**src/rtl/pwm_capture.sv**
```systemverilog
// pwm_capture: measures period and high time of an external PWM input in CLK cycles.
// Results are strobed by VALID; TIMEOUT and STUCK_LEVEL report a stalled input.
module pwm_capture #(
    parameter int unsigned WIDTH          = 28,
    parameter int unsigned TIMEOUT_CYCLES = 100000000
) (
    input  logic             CLK,
    input  logic             RST_N,
    input  logic             EN,
    input  logic             PWM_IN,
    output logic [WIDTH-1:0] PERIOD,
    output logic [WIDTH-1:0] HIGH_TIME,
    output logic             VALID,
    output logic             TIMEOUT,
    output logic             STUCK_LEVEL
);

    localparam logic [WIDTH-1:0] TIMEOUT_VAL = WIDTH'(TIMEOUT_CYCLES);
    localparam logic [WIDTH-1:0] CNT_ONE     = WIDTH'(1);

    typedef enum logic [1:0] {
        WAIT_RISE,
        MEAS_HIGH,
        MEAS_LOW
    } state_t;

    state_t           state;
    logic             sync0;
    logic             sync1;
    logic             prev;
    logic [WIDTH-1:0] cnt;
    logic [WIDTH-1:0] cnt_inc;
    logic [WIDTH-1:0] high_lat;
    logic             rise;
    logic             fall;
    logic             at_timeout;

    always_comb begin
        rise       = sync1 & ~prev;
        fall       = ~sync1 & prev;
        at_timeout = (cnt == TIMEOUT_VAL);
        cnt_inc    = (cnt == '1) ? cnt : cnt + CNT_ONE;
    end

    // Synchronizer runs regardless of EN so edge detection is clean on re-enable.
    always_ff @(posedge CLK or negedge RST_N) begin
        if (!RST_N) begin
            sync0 <= 1'b0;
            sync1 <= 1'b0;
            prev  <= 1'b0;
        end else begin
            sync0 <= PWM_IN;
            sync1 <= sync0;
            prev  <= sync1;
        end
    end

    always_ff @(posedge CLK or negedge RST_N) begin
        if (!RST_N) begin
            state       <= WAIT_RISE;
            cnt         <= '0;
            high_lat    <= '0;
            PERIOD      <= '0;
            HIGH_TIME   <= '0;
            VALID       <= 1'b0;
            TIMEOUT     <= 1'b0;
            STUCK_LEVEL <= 1'b0;
        end else begin
            VALID <= 1'b0;
            if (!EN) begin
                state <= WAIT_RISE;
                cnt   <= '0;
            end else begin
                case (state)
                    WAIT_RISE: begin
                        if (rise) begin
                            cnt   <= CNT_ONE;
                            state <= MEAS_HIGH;
                        end
                    end
                    MEAS_HIGH, MEAS_LOW: begin
                        // Edge tests come before the timeout test so an edge on the
                        // terminal count is still measured.
                        if (state == MEAS_HIGH && fall) begin
                            high_lat <= cnt;
                            cnt      <= cnt_inc;
                            state    <= MEAS_LOW;
                        end else if (state == MEAS_LOW && rise) begin
                            PERIOD    <= cnt;
                            HIGH_TIME <= high_lat;
                            VALID     <= 1'b1;
                            TIMEOUT   <= 1'b0;
                            cnt       <= CNT_ONE;
                            state     <= MEAS_HIGH;
                        end else if (at_timeout) begin
                            PERIOD      <= '0;
                            HIGH_TIME   <= '0;
                            TIMEOUT     <= 1'b1;
                            STUCK_LEVEL <= sync1;
                            VALID       <= 1'b1;
                            state       <= WAIT_RISE;
                        end else begin
                            cnt <= cnt_inc;
                        end
                    end
                    default: state <= WAIT_RISE;
                endcase
            end
        end
    end

endmodule
```
**config.mk**
```make
export PLATFORM = sky130hd
export DESIGN_NAME = pwm_capture
export DESIGN_NICKNAME = d
export VERILOG_FILES = /design/src/rtl/pwm_capture.sv
export SDC_FILE = /design/constraint.sdc
export NUM_CORES = 1
export LEC_CHECK = 0
export BUFFER_PORTS_ARGS = -buffer_cell sky130_fd_sc_hd__buf_2
export CAP_MARGIN = 20
export CORE_MARGIN = 8
export CORE_UTILIZATION = 59
export DETAILED_ROUTE_END_ITERATION = 10
export MAX_ROUTING_LAYER = met4
export PLACE_DENSITY = 0.8
export SYNTH_ARGS = -nofsm -noshare
export SYNTH_HDL_FRONTEND = slang
export SYNTH_SLANG_ARGS = --single-unit
```
**constraint.sdc**
```tcl
create_clock -name CLK -period 2.3 [get_ports CLK]
set_input_delay 0.23 -clock CLK [delete_from_list [all_inputs] [get_ports CLK]]
set_output_delay 0.23 -clock CLK [all_outputs]
set_load 0.01 [all_outputs]
```
==> Word-level counts from Yosys, hierarchy flattened <==
Index checks and enable logic that the tools add are counted.
{ "classes": {"n_eq_ne": 8, "mux": 23, "reduce_logical": 10, "n_bitwise": 6, "addsub": 1} }
{ "op_table": {"columns": ["cell", "n"], "rows": [
  ["28-bit two-way mux", 9],
  ["28-bit case mux with 2 select lines", 1],
  ["28-bit by 1-bit adder with 28-bit output, second input constant", 1],
  ["28-bit by 27-bit == test with 1-bit output, second input constant", 1],
  ["28-bit == test, second input constant", 1],
  ["2-bit two-way mux", 5],
  ["5-bit != test, second input constant", 2],
  ["1-bit two-way mux", 7],
  ["3-bit AND reduction", 2],
  ["5-bit AND reduction", 1],
  ["1-bit NOT", 4],
  ["2-bit case mux with 2 select lines", 1],
  ["4-bit AND reduction", 1],
  ["3-bit by 1-bit != test with 1-bit output, second input constant", 1],
  ["3-bit != test, second input constant", 1],
  ["1-bit bitwise AND", 2],
  ["2-bit by 1-bit == test with 1-bit output, second input constant", 1],
  ["2-bit == test, second input constant", 1],
  ["1-bit logical AND", 2],
  ["2-bit logical NOT", 1],
  ["2-bit AND reduction", 1],
  ["2-bit nonzero test", 1],
  ["2-bit OR reduction", 1]
]} }
{ "totals": {"regBits": 120, "output_inout_bits": 59} }

==> Depth between registers and ports, before layout <==
{ "depth": {"depth_word": 7, "ltp_mapped": 9} }

==> Worst setup path before layout <==
OpenSTA, ideal clock, no wires.
{ "synth_timing": {"path_type": "reg2reg", "startpoint": "register state[0]", "endpoint": "register STUCK_LEVEL", "stages_incl_launch_ff": 8, "setup_time_ps": 125, "arrival_time_ps": 2007, "period_less_slack_ps": 2131, "path_slack_ps": 169, "n_path_buf": 1, "t_required_ps": 2175, "path_cell_list": "dfrtp_1 > inv_1 > ha_1 > and2_1 > buf_2 > nand2_1 > or4_1 > mux2_2"} }
{ "synth_between": {"elab_chain_len": 4} }
{ "synth_rtl": {"columns": ["element", "line_no", "rtl"], "rows": [
  ["start: declaration", "27", "state_t state;"],
  ["start signal: assignment", "60", "state <= WAIT_RISE;"],
  ["start signal: assignment", "71", "state <= WAIT_RISE;"],
  ["start signal: assignment", "78", "state <= MEAS_HIGH;"],
  ["2-bit == test or 2-bit by 1-bit == test with 1-bit output (tied branches)", "74, 88, 84", null],
  ["1-bit logical AND (on tied branches)", "88, 84", null],
  ["1-bit NOT (no line)", null, null],
  ["5-bit AND reduction (no line) (*)", null, null],
  ["end signal: assignment", "99", "STUCK_LEVEL <= sync1;"],
  ["end: declaration", "15", "output logic STUCK_LEVEL"]
]} }
Mark *: on every way between the ends. The rest lies on a longest branch, timed or not.
A chain may end at the register's enable or synchronous reset.

==> Worst setup path after layout <==
{ "layout_timing": {"startpoint": "register cnt[1]", "endpoint": "register cnt[18]"} }
{ "layout_between": {"elab_chain_len": 7} }
{ "layout_rtl": {"columns": ["element", "line_no", "rtl"], "rows": [
  ["start: declaration", "31", "logic [WIDTH-1:0] cnt;"],
  ["start signal: assignment", "86", "cnt <= cnt_inc;"],
  ["start signal: assignment", "103", "cnt <= cnt_inc;"],
  ["28-bit by 1-bit adder with 28-bit output or 28-bit == test (tied branches)", "42", "cnt_inc = (cnt == '1) ? cnt : cnt + CNT_ONE;"],
  ["28-bit two-way mux", "42", null],
  ["28-bit two-way mux", "95", "end else if (at_timeout) begin"],
  ["28-bit two-way mux", "88", "end else if (state == MEAS_LOW && rise) begin"],
  ["28-bit two-way mux", "84", "if (state == MEAS_HIGH && fall) begin"],
  ["28-bit case mux with 2 select lines", "74", "case (state)"],
  ["28-bit two-way mux", "70", "if (!EN) begin"]
]} }
Parallel ways exist; a longest one is shown, timed or not. The select of a mux whose other input is x is not followed.

==> results.toml <==
[floorplan]
die_h_um = 114
die_area_um2 = 13000
rows = 36
start_util = 0.596
core-area_um2 = 9550
die_width_um = 114
io_pins = 63

[cts]
clock_latency_ps = 520
cts_sinks = 120
tritoncts = "yes"
numCtsBuffers = 17
path_clk_slew_ps = 60
clockBufferDepth = 2
htree_levels = 4
cts_setup_buffers = 0
root_buffer = "clkbuf_8"

[timing]
timing.final.max_slew_violations = 0
max_slew_margin = 0.557
finalHoldViolations = 0
tns_ps = 0
worst_pin_slew_ps = 665
clock_skew_ps = 9.32
fin_ws_ps = 69.0
max_freq_mhz = 448
min_period_ps = 2230
setup_viol = 0
post-route-period-util = 0.970

[global_routing]
gr-total-overflow = 0
antenna_found_initial = 0
grt_first_pass_wirelength_um = 25600
gr-usage-all-layers = 0.258
grt_pass1_vias = 4998
grt_max_degree = 121

[flow_run]
drv_cap = 0

[synth]
synth_fp_nets = 579
synth_edf_count = 0
netlist_instances = 569
synthFlopType = "dfrtp_1"
async_flop_share = 1.00
syn_avg_cell_area_um2 = 10.0
synth-seq-cells = 120
seq_area_frac_synth = 0.528
ys_warn_count = 0
syn_area_um2 = 5690
ys_types = 51

[finish]
finish.instance_area_um2 = 7040
final_cell_mix = "dfrtp_1, o21ai_0, nand4_1, buf_2, inv_1"
drive_above_1_share = 0.300
nets = 671
area.growth.synth_to_final_pct = 23.8
final_common_cell = "dfrtp_1"
antenna_cells = 0

[critical_path]
ff2ff_path_depth = 6
cp.arrival_ps = 2660
worstPathMaxFanout = 9
r2r_setup_slack_ps = 70
critPathKind = "register to register"
endpoint_kind = "register"
r2r_end = "cnt[18]"
start_kind = "register"
worstPathRequired_ps = 2720
r2r-start = "cnt[1]"

[power]
ir_worst_vdd_uv = 653
p_leak_nw = 3.31
power.density_nw_per_um2 = 826

[route]
via_per_inst = 6.00
dr.pass1.iters = 5
wire_per_inst_um = 19.2
drtIter0Drc = 438
ant_nets = 0
vias = 4846
drc_errors = 0
routed_wl_um = 15500

[worst_hold_path]
min_to = "cnt[0]"
hold_depth = 3
min_path_type = "input pin to register"
hold_start = "EN"

[placed_design]
dp_slack_ps = 4.26
gp_congestion = 0.938
io_buffers = 62
dp_hpwl_um = 10600
dpl-instance-area_um2 = 6380

[outcome]
status = "complete, no violations"
==> cell type report <==
| class | count | area [um^2] |
|---|---|---|
| inverters | 59 | 221 |
| fillers | 716 | 2500 |
| clock inverters | 14 | 163 |
| clock buffers | 18 | 418 |
| repair buffers | 120 | 791 |
| multi-input cells | 343 | 2280 |
| flip-flops and latches | 120 | 3010 |
| well taps | 133 | 166 |
==> routing by layer <==
metal,vias up,routed length (um),GRT usage
li1,2244,-,-
met1,2353,6770,0.320
met2,207,7330,0.406
met3,42,946,0.0480
met4,0,465,0.117
met5,-,0,-
==> worst max-delay path, stage by stage (launching register included) <==
cell and delay [ps]:
dfrtp_1 420, ha_2 240, nand3_2 90, or4_4 590
nand3b_4 240, or3_1 340, a21oi_1 210
==> synth_stat cells, types with 3 or more instances <==
cell type | instances | area (um^2)
nor4_1 | 9 | 56.3
or3_1 | 7 | 43.8
nand2_1 | 27 | 101
nor2_1 | 19 | 71.3
a2bb2oi_1 | 3 | 26.3
o211ai_1 | 7 | 52.6
buf_1 | 6 | 22.5
buf_4 | 6 | 45.0
nand3b_1 | 3 | 22.5
buf_2 | 13 | 65.1
dfrtp_1 | 120 | 3000
and3_1 | 7 | 43.8
ha_1 | 6 | 75.1
inv_1 | 59 | 221
o21ai_0 | 71 | 355
nand2b_1 | 3 | 18.8
a21oi_1 | 10 | 50.1
a32oi_1 | 3 | 26.3
nand4_1 | 65 | 407
nand3_1 | 18 | 90.1
or4_1 | 7 | 52.6
nor3_1 | 5 | 25.0
clkbuf_1 | 19 | 71.3
o31ai_1 | 3 | 22.5
nor4b_1 | 4 | 35.0
and2_1 | 4 | 25.0
mux2_2 | 33 | 372
==> power by group <==
group,internal [mW],switching (mW)
clock network,1.57,1.03
registers,2.25,0.0870
logic,0.310,0.579
==> worst max path at each step <==
stage             start       endpoint  slack [ps]  cells past startpoint
6_report         cnt[1]        cnt[18]          70                      6
3_5_place_dp     cnt[0]        cnt[20]           4                      6
5_1_grt        state[0]         cnt[2]          -9                      8
3_3_place_gp     cnt[1]        cnt[20]          60                      6
2_1_floorplan  state[0]    STUCK_LEVEL         170                      7
4_1_cts         cnt[11]  HIGH_TIME[15]          10                      7
==> logic make-up after synthesis <==
group | after synthesis | synth area share
AND/OR/NAND/NOR | 190 | 0.195
flip-flops | 120 | 0.528
AO/OA/AOI/OAI | 110 | 0.113
buffers and inverters | 106 | 0.0796
multiplexers | 35 | 0.0688
adder cells (fa/ha/maj) | 6 | 0.0132
XOR/XNOR | 2 | 0.00308
==> state kept, by name, indices dropped and copies added, names as in the netlist <==
signal / count
prev: 1
sync1: 1
high_lat: 28
VALID: 1
TIMEOUT: 1
STUCK_LEVEL: 1
HIGH_TIME: 28
cnt: 28
sync0: 1
PERIOD: 28
state: 2
==> repair_timing <==
item | 4_1_cts | 5_1_grt
hold buffers | 2 | 0
hold endpoints to repair | 121 | 0
endpoints found under the setup margin | 3 | 69
pin swaps | 0 | 1
gates resized for setup | 1 | 15
==> through the flow <==
stage / total power [mW] / utilization / hold WS, ps / std cells
2_1_floorplan: 2.84 / - / -65.6 / 569
3_3_place_gp: 3.21 / 0.669 / 341 / 773
3_5_place_dp: 3.24 / 0.669 / 340 / 773
4_1_cts: 5.83 / 0.732 / 30.5 / 807
5_1_grt: 6.05 / 0.738 / 41.4 / 807
6_report: 5.82 / 0.738 / 41.1 / 807
No activity file was read; power rests on OpenSTA's default activity.
